File: src/rtl/dense_seq_ctrl.sv
// dense_seq_ctrl: read sequencer for the dense (fully-connected) layer.
// Scans the pooling-2 memory (NUM_CH x PIX) once per output neuron, walks the
// weight memory linearly across all neurons, and delays the issue strobe by
// the RAM read latency to produce mac_en for the MAC datapath.
//
// state   | meaning
// --------+------------------------------------------------------------
// IDLE    | waiting for start; done holds its last value
// CLEAR   | one cycle, mac_clear pulse, pixel/channel pointers rewound
// ISSUE   | one read per cycle while hold=0
// DRAIN   | wait for the last read to come out of the delay line
// EMIT    | one cycle, neuron_done pulse for neuron_idx
// FINISH  | one cycle, done rises, busy drops

module dense_seq_ctrl #(
    parameter int NUM_CH  = 12,
    parameter int PIX     = 16,
    parameter int NUM_OUT = 10,
    parameter int RD_LAT  = 2,
    parameter int WADDR_W = 11
) (
    input  logic                    clk,
    input  logic                    reset,
    input  logic                    start,
    input  logic                    hold,
    output logic [$clog2(PIX)-1:0]  p2_addr,
    output logic [3:0]              p2_ch,
    output logic [WADDR_W-1:0]      w_addr,
    output logic                    mac_clear,
    output logic                    mac_en,
    output logic [3:0]              neuron_idx,
    output logic                    neuron_done,
    output logic                    busy,
    output logic                    done
);

    localparam int AW = $clog2(PIX);
    // Every delay-line bit except the output stage; zero there means the
    // last outstanding read is being presented on mac_en this cycle.
    localparam logic [RD_LAT-1:0] DLY_MSB = RD_LAT'(1) << (RD_LAT - 1);

    typedef enum logic [2:0] {
        S_IDLE,
        S_CLEAR,
        S_ISSUE,
        S_DRAIN,
        S_EMIT,
        S_FINISH
    } state_t;

    state_t               state_q, state_d;
    logic [AW-1:0]        p2_addr_q, p2_addr_d;
    logic [3:0]           p2_ch_q, p2_ch_d;
    logic [WADDR_W-1:0]   w_addr_q, w_addr_d;
    logic [3:0]           idx_q, idx_d;
    logic [RD_LAT-1:0]    dly_q, dly_d;
    logic                 mac_clear_q, mac_clear_d;
    logic                 neuron_done_q, neuron_done_d;
    logic                 busy_q, busy_d;
    logic                 done_q, done_d;

    logic                 issue;
    logic                 last_issue;
    logic                 last_neuron;
    logic                 accept;

    assign accept      = (state_q == S_IDLE) && start;
    assign issue       = (state_q == S_ISSUE) && !hold;
    assign last_issue  = issue && (p2_ch_q == 4'(NUM_CH - 1)) && (p2_addr_q == AW'(PIX - 1));
    assign last_neuron = (idx_q == 4'(NUM_OUT - 1));

    // State register
    always_ff @(posedge clk or posedge reset) begin
        if (reset) begin
            state_q <= S_IDLE;
        end else begin
            state_q <= state_d;
        end
    end

    // Next-state decision
    always_comb begin
        state_d = state_q;
        case (state_q)
            S_IDLE:   if (start) state_d = S_CLEAR;
            S_CLEAR:  state_d = S_ISSUE;
            S_ISSUE:  if (last_issue) state_d = S_DRAIN;
            S_DRAIN:  if ((dly_q & ~DLY_MSB) == '0) state_d = S_EMIT;
            S_EMIT:   state_d = last_neuron ? S_FINISH : S_CLEAR;
            S_FINISH: state_d = S_IDLE;
            default:  state_d = S_IDLE;
        endcase
    end

    // Registered outputs decoded from the state being entered
    always_comb begin
        mac_clear_d   = (state_d == S_CLEAR);
        neuron_done_d = (state_d == S_EMIT);
        busy_d        = (state_d == S_CLEAR) || (state_d == S_ISSUE) ||
                        (state_d == S_DRAIN) || (state_d == S_EMIT);
        done_d        = done_q;
        if (state_d == S_FINISH) begin
            done_d = 1'b1;
        end else if (accept) begin
            done_d = 1'b0;
        end
    end

    // Address counters, neuron index and read-latency delay line
    always_comb begin
        p2_addr_d = p2_addr_q;
        p2_ch_d   = p2_ch_q;
        w_addr_d  = w_addr_q;
        idx_d     = idx_q;
        // The delay line keeps shifting during hold so stall gaps reach mac_en.
        dly_d     = (dly_q << 1) | RD_LAT'(issue);

        if (accept) begin
            w_addr_d = '0;
            idx_d    = '0;
        end

        if (state_q == S_CLEAR) begin
            p2_addr_d = '0;
            p2_ch_d   = '0;
        end

        if (issue) begin
            if (p2_addr_q == AW'(PIX - 1)) begin
                p2_addr_d = '0;
                p2_ch_d   = (p2_ch_q == 4'(NUM_CH - 1)) ? 4'd0 : p2_ch_q + 4'd1;
            end else begin
                p2_addr_d = p2_addr_q + AW'(1);
            end
            // w_addr runs across neurons and parks on the final weight.
            if (!(last_issue && last_neuron)) begin
                w_addr_d = w_addr_q + WADDR_W'(1);
            end
        end

        if ((state_q == S_EMIT) && !last_neuron) begin
            idx_d = idx_q + 4'd1;
        end
    end

    // Datapath and output registers
    always_ff @(posedge clk or posedge reset) begin
        if (reset) begin
            p2_addr_q     <= '0;
            p2_ch_q       <= '0;
            w_addr_q      <= '0;
            idx_q         <= '0;
            dly_q         <= '0;
            mac_clear_q   <= 1'b0;
            neuron_done_q <= 1'b0;
            busy_q        <= 1'b0;
            done_q        <= 1'b0;
        end else begin
            p2_addr_q     <= p2_addr_d;
            p2_ch_q       <= p2_ch_d;
            w_addr_q      <= w_addr_d;
            idx_q         <= idx_d;
            dly_q         <= dly_d;
            mac_clear_q   <= mac_clear_d;
            neuron_done_q <= neuron_done_d;
            busy_q        <= busy_d;
            done_q        <= done_d;
        end
    end

    assign p2_addr     = p2_addr_q;
    assign p2_ch       = p2_ch_q;
    assign w_addr      = w_addr_q;
    assign neuron_idx  = idx_q;
    assign mac_clear   = mac_clear_q;
    assign mac_en      = dly_q[RD_LAT-1];
    assign neuron_done = neuron_done_q;
    assign busy        = busy_q;
    assign done        = done_q;

endmodule

File: config.mk
export PLATFORM = sky130hd
export DESIGN_NAME = dense_seq_ctrl
export DESIGN_NICKNAME = d
export VERILOG_FILES = /design/src/rtl/dense_seq_ctrl.sv
export SDC_FILE = /design/constraint.sdc
export NUM_CORES = 1
export LEC_CHECK = 0
export CELL_PAD_IN_SITES_DETAIL_PLACEMENT = 1
export CELL_PAD_IN_SITES_GLOBAL_PLACEMENT = 2
export CORE_UTILIZATION = 29
export CTS_BUF_LIST = sky130_fd_sc_hd__clkbuf_16
export DETAILED_ROUTE_END_ITERATION = 16
export GPL_TIMING_DRIVEN = 0
export PLACE_DENSITY_LB_ADDON = 0.1
export SKIP_CTS_REPAIR_TIMING = 1
export SYNTH_ARGS = -nofsm -noshare
export SYNTH_HDL_FRONTEND = slang
export SYNTH_SLANG_ARGS = --single-unit
File: constraint.sdc
create_clock -name clk -period 1.85 [get_ports clk]
set_input_delay 0.37 -clock clk [delete_from_list [all_inputs] [get_ports clk]]
set_output_delay 0.37 -clock clk [all_outputs]
set_load 0.01 [all_outputs]
== Word level (Yosys, flattened, before mapping) ==
Index checks and enable logic that the tools add are counted.
Cells by class
  bitwise operators: 1
  eq/ne operators: 12
  add/subtract/negate cells: 4
  reductions and logical operators: 16
  muxes and demuxes: 19
Operators with widths (count)
  4-bit two-way mux: 9
  11-bit two-way mux: 3
  3-bit one-hot mux with 5 select lines: 1
  4-bit by 1-bit adder with 4-bit output (second input constant): 3
  3-bit by 2-bit == test with 1-bit output (second input constant): 4
  4-bit == test (second input constant): 3
  3-bit two-way mux: 4
  11-bit by 1-bit adder with 11-bit output (second input constant): 1
  3-bit == test (second input constant): 3
  3-bit by 1-bit == test with 1-bit output (second input constant): 2
  1-bit logical AND: 6
  2-bit nonzero test: 3
  3-bit logical NOT: 1
  1-bit logical OR: 3
  1-bit logical NOT: 2
  2-bit logical NOT: 1
  1-bit two-way mux: 2
  2-bit by 1-bit bitwise OR with 2-bit output: 1
Word-level totals
  output and inout port bits: 28
  register bits after elaboration: 32
  logic and storage cells: 62

== Longest topological paths before layout ==
  depth after elaboration: 10
  gate-level depth with buffers: 7
  depth with buffers taken out: 6

== Least setup slack after synthesis ==
OpenSTA, ideal clock, no wires.
  path type: reg-to-reg
  from: register state_q[0]
  to: register w_addr_q[7] (netlist: w_addr[7])
  arrival time: 1.629 ns
  slack: 0.143 ns
  cell stages (with the launch flop): 7
  setup time: 0.078 ns
  data required time: 1.772 ns
  period minus slack after synthesis: 1.707 ns
  buffers on the path: 1
  path through: dfrtp_1 or4b_1 buf_6 clkinv_8 nand4_2 or3_1 a21boi_1
On the way
  longest elaborated chain between the ends: 7
RTL lines
  start: declaration: RTL line 51  | state_t state_q, state_d;
  start signal: assignment: RTL line 77  | state_q <= state_d;
  3-bit by 2-bit == test with 1-bit output: RTL line 68  | assign issue = (state_q == S_ISSUE) && !hold;
  1-bit logical AND: RTL line 68
  1-bit logical AND (2 in a row): RTL line 69  | assign last_issue = issue && (p2_ch_q == 4'(NUM_CH - 1)) && (p2_addr_q == AW'(PIX - 1));
  1-bit logical AND: RTL line 136  | if (!(last_issue && last_neuron)) begin
  11-bit two-way mux: RTL line 136
  11-bit two-way mux *: RTL line 128  | if (issue) begin
  net w_addr_d[7]: RTL line 54  | logic [WADDR_W-1:0] w_addr_q, w_addr_d;
  end signal: assignment: RTL line 161  | w_addr_q <= w_addr_d;
  end: declaration: RTL line 54
The timed path passes the listed nets; every way through them passes the cells marked *.
A chain may end at the register's enable or synchronous reset.

== Worst setup path after layout ==
  from: register state_q[2]
  to: register w_addr_q[7] (netlist: w_addr[7])
The elaborated chain is that of the path after synthesis.

==> qor.json <==
{
  "fmax": {"value": 557, "unit": "MHz"},
  "postRouteWirelength": {"value": 4.22, "unit": "mm"},
  "holdCritPathClass": {"value": "in -> async"},
  "root_buffer_master": {"value": "sky130_fd_sc_hd__clkbuf_16"},
  "synth.avg_cell_area": {"value": 10.3, "unit": "sq um"},
  "synth_enable_flop_cells": {"value": 0},
  "period_needed": {"value": 1.79, "unit": "ns"},
  "cts_tree": {"value": "built"},
  "maxSlewHeadroom": {"value": 0.623},
  "die_area": {"value": 5820, "unit": "sq um"},
  "largest_family_of_logic_cells_by_synthesized_area": {"value": "simple AND/OR/NAND/NOR gates"},
  "end_kind": {"value": "register"},
  "synth-seq-cells": {"value": 32},
  "initial_core_utilization": {"value": 0.308},
  "mappedNetlistNets": {"value": 164},
  "synthToLayoutAreaGrowth": {"value": 38.7, "unit": "%"},
  "critical_setup_path_kind": {"value": "reg -> reg"},
  "multi_input_area": {"value": 768, "unit": "sq um"},
  "worst_ir_drop_vdd": {"value": 0.386, "unit": "mV"},
  "wl_per_cell": {"value": 15.7, "unit": "um"},
  "p_int": {"value": 1.56, "unit": "mW"},
  "grt_pass1_vias": {"value": 1410},
  "synthSimpleGateAreaFrac": {"value": 0.206},
  "finalInstanceArea": {"value": 2220, "unit": "sq um"},
  "route.vias.total": {"value": 1360},
  "maximum_number_of_pins_on_one_net_before_global_route_repair": {"value": 33},
  "rows": {"value": 26},
  "rr_startpoint": {"value": "state_q[2]$_DFF_PP0_"},
  "outcome": {"value": "finished clean"},
  "synthMuxAreaShare": {"value": 0.0500},
  "combinationalPowerShare": {"value": 0.223},
  "timing.critical_path.required": {"value": 2.05, "unit": "ns"},
  "die_width": {"value": 76.3, "unit": "um"},
  "netSwitchingPower": {"value": 0.651, "unit": "mW"},
  "clkTransAtPathRegs": {"value": 0.06, "unit": "ns"},
  "die-height": {"value": 76.3, "unit": "um"},
  "place.detailed.hpwl": {"value": 2.86, "unit": "mm"},
  "drc_errors": {"value": 0},
  "power_switching_share": {"value": 0.294},
  "insertedDiodeCount": {"value": 0},
  "final_nets": {"value": 207},
  "final.period_utilization": {"value": 0.970},
  "maxCapViolCount": {"value": 0},
  "critical_path.startpoint_type": {"value": "register"},
  "ctsHtreeMaxLevel": {"value": 2},
  "drt_iter0_markers": {"value": 44},
  "sequential_cell_area": {"value": 802, "unit": "sq um"},
  "synthAdderAreaFrac": {"value": 0.0391},
  "syn-cell-area": {"value": 1600, "unit": "sq um"},
  "skew": {"value": 0.00458, "unit": "ns"},
  "synth_cell_type_count": {"value": 40},
  "seq_power_share": {"value": 0.420},
  "nFillCells": {"value": 596},
  "compound_cell_area_share_of_the_yosys_netlist": {"value": 0.159},
  "ys_warnings": {"value": 0},
  "worst_ep_arrival_time": {"value": 2.00, "unit": "ns"},
  "power.density": {"value": 998, "unit": "nW/um^2"},
  "finalSetupViolCount": {"value": 0},
  "slew_limit_fails": {"value": 0},
  "timing.critical_path.fanout_max": {"value": 10},
  "power": {"value": 2.22, "unit": "mW"},
  "drtPass1Iterations": {"value": 3},
  "power.clock.fraction": {"value": 0.357},
  "r2r_slack": {"value": 0.06, "unit": "ns"},
  "synth-xor-area-share": {"value": 0.00547},
  "ys_dominant_reg_cell": {"value": "sky130_fd_sc_hd__dfrtp_1"},
  "worst_skew_pair.late_latency": {"value": 0.27, "unit": "ns"},
  "grt_setup_unrepaired": {"value": "yes"},
  "syn-instance-count": {"value": 155},
  "io-pin-count": {"value": 32},
  "worst_setup_path_startpoint": {"value": "state_q[2]$_DFF_PP0_"},
  "grt-ovfl-total": {"value": 0},
  "grt_pass1_wl": {"value": 7.08, "unit": "mm"},
  "drive_above_1_share": {"value": 0.126},
  "cts_max_path_buffers": {"value": 2},
  "setup.worst_path.end": {"value": "w_addr[7]$_DFF_PP0_"},
  "antenna_violations_before_repair": {"value": 0},
  "gp_weighted_congestion": {"value": 0.737},
  "seq_total_area_yosys": {"value": 0.500},
  "clock_sinks": {"value": 32},
  "async_set_reset_flop_share_out_of_synthesis": {"value": 1.00},
  "core": {"value": 5200, "unit": "sq um"},
  "placed_area": {"value": 2000, "unit": "sq um"},
  "cts_made_buffers": {"value": 5},
  "regToRegEndpoint": {"value": "w_addr[7]$_DFF_PP0_"},
  "rr_worst_depth": {"value": 6},
  "globalRouteTotalUtil": {"value": 0.156},
  "routed_via_density": {"value": 5.06},
  "hold_viol_final": {"value": 0},
  "tightestPinTransition": {"value": 0.561, "unit": "ns"},
  "placement.io_buffers": {"value": 31},
  "drt.antenna.violating_nets": {"value": 0},
  "power_leakage": {"value": 0.993, "unit": "nW"}
}
[Yosys cell counts (2+ instances only)]
master / count / area (sq um)
sky130_fd_sc_hd__a21o_1: 2 / 15.0
sky130_fd_sc_hd__a21oi_1: 5 / 25.0
sky130_fd_sc_hd__a22o_1: 5 / 43.8
sky130_fd_sc_hd__and2_1: 2 / 12.5
sky130_fd_sc_hd__and3_1: 3 / 18.8
sky130_fd_sc_hd__and3b_1: 3 / 26.3
sky130_fd_sc_hd__clkbuf_1: 3 / 11.3
sky130_fd_sc_hd__dfrtp_1: 32 / 801
sky130_fd_sc_hd__ha_1: 5 / 62.6
sky130_fd_sc_hd__inv_1: 5 / 18.8
sky130_fd_sc_hd__mux2i_1: 8 / 80.1
sky130_fd_sc_hd__nand2_1: 22 / 82.6
sky130_fd_sc_hd__nand3_1: 5 / 25.0
sky130_fd_sc_hd__nand3b_1: 3 / 22.5
sky130_fd_sc_hd__nand4_1: 5 / 31.3
sky130_fd_sc_hd__nor2_1: 6 / 22.5
sky130_fd_sc_hd__nor3_1: 3 / 15.0
sky130_fd_sc_hd__nor3b_1: 2 / 15.0
sky130_fd_sc_hd__o21ai_0: 13 / 65.1
sky130_fd_sc_hd__o31ai_1: 3 / 22.5
[flip-flops by register name, indices dropped and copies added, names as in the netlist]
name / cells
done: 1
neuron_done: 1
neuron_idx: 4
state_q: 3
dly_q: 2
p2_ch: 4
mac_clear: 1
w_addr: 11
p2_addr: 4
busy: 1
[how the worst min path moves through the flow]
stage / startpoint / endpoint / cells after the start
floorplan: dly_q[0]$_DFF_PP0_ / dly_q[1]$_DFF_PP0_ / 0
global placement: dly_q[0]$_DFF_PP0_ / dly_q[1]$_DFF_PP0_ / 0
detailed placement: dly_q[0]$_DFF_PP0_ / dly_q[1]$_DFF_PP0_ / 0
CTS: dly_q[0]$_DFF_PP0_ / dly_q[1]$_DFF_PP0_ / 0
global route: reset / w_addr[6]$_DFF_PP0_ / 2
finish: reset / w_addr[6]$_DFF_PP0_ / 2
[critical path, stage by stage, from the launching register on]
cell and delay, ns:
sky130_fd_sc_hd__dfrtp_1 0.40, sky130_fd_sc_hd__or4b_4 0.54, sky130_fd_sc_hd__buf_6 0.16, sky130_fd_sc_hd__clkinv_8 0.06, sky130_fd_sc_hd__nand4_2 0.09, sky130_fd_sc_hd__or3_1 0.32
sky130_fd_sc_hd__a21boi_1 0.14
[final cells by class]
cell class	instances	share of cell area
clock inverters	3	0.00620
multi-input cells	113	0.346
plain buffers	4	0.0118
repair buffers	36	0.163
flip-flops and latches	32	0.361
inverters	6	0.0158
clock buffers	5	0.0563
well taps	70	0.0394
[metal layers]
layer  share of wire  vias to the layer above  track usage  routed length [um]
met5               0                        -            0                   0
met4           0.013                        0       0.0577                  55
met3           0.032                        5       0.0407                 137
met1            0.46                      673        0.195                1960
li1                -                      657            -                   -
met2            0.49                       25        0.256                2070
[logic make-up (layout without fill, tap and decap cells)]
family / after synthesis / count (layout)
simple gates: 61 / 61
xor+xnor: 1 / 1
fa+ha+maj: 5 / 5
buf+inv: 11 / 54
flops: 32 / 32
compound gates: 37 / 38
mux: 8 / 8
[power by group through the flow]
stage / Sequential (mW) / Clock [mW] / Combinational, mW
finish: 0.931 / 0.791 / 0.494
global route: 0.960 / 0.846 / 0.549
CTS: 0.931 / 0.807 / 0.491
detailed placement: 0.944 / 0 / 0.488
global placement: 0.930 / 0 / 0.477
floorplan: 0.959 / 0 / 0.195
[metrics by stage]
| step | hold slack [ns] | utilization | TNS [ns] | worst slack (ns) | cells |
|---|---|---|---|---|---|
| 2_1_floorplan | 0.388 | - | 0 | 0.143 | 155 |
| 3_3_place_gp | 0.435 | 0.384 | -6.33 | -0.399 | 256 |
| 3_5_place_dp | 0.451 | 0.384 | -8.50 | -0.389 | 256 |
| 4_1_cts | 0.465 | 0.411 | -0.731 | -0.0963 | 264 |
| 5_1_grt | 0.368 | 0.427 | -0.0448 | -0.0260 | 269 |
| 6_report | 0.335 | 0.427 | 0 | 0.0563 | 269 |
[cells in the final DEF (no fill, tap or decap), types with 2 or more instances in the layout]
master                            count
sky130_fd_sc_hd__a22o_1               5
sky130_fd_sc_hd__nand3b_1             3
sky130_fd_sc_hd__and3_1               2
sky130_fd_sc_hd__ha_1                 5
sky130_fd_sc_hd__nand3_1              5
sky130_fd_sc_hd__a21oi_1              5
sky130_fd_sc_hd__mux2i_1              8
sky130_fd_sc_hd__o31ai_1              3
sky130_fd_sc_hd__clkinv_2             2
sky130_fd_sc_hd__clkdlybuf4s50_1     30
sky130_fd_sc_hd__clkbuf_1             2
sky130_fd_sc_hd__clkinv_1             2
sky130_fd_sc_hd__o21ai_0             12
sky130_fd_sc_hd__dfrtp_1             31
sky130_fd_sc_hd__nor2_1               5
sky130_fd_sc_hd__clkbuf_16            5
sky130_fd_sc_hd__and3b_1              2
sky130_fd_sc_hd__nand4_1              5
sky130_fd_sc_hd__inv_1                4
sky130_fd_sc_hd__a21o_1               2
sky130_fd_sc_hd__nand2_1             22
sky130_fd_sc_hd__nor3_1               2
sky130_fd_sc_hd__and2_1               2
sky130_fd_sc_hd__buf_4                5
sky130_fd_sc_hd__nor3b_1              2
No activity file was read; power rests on OpenSTA's default activity.
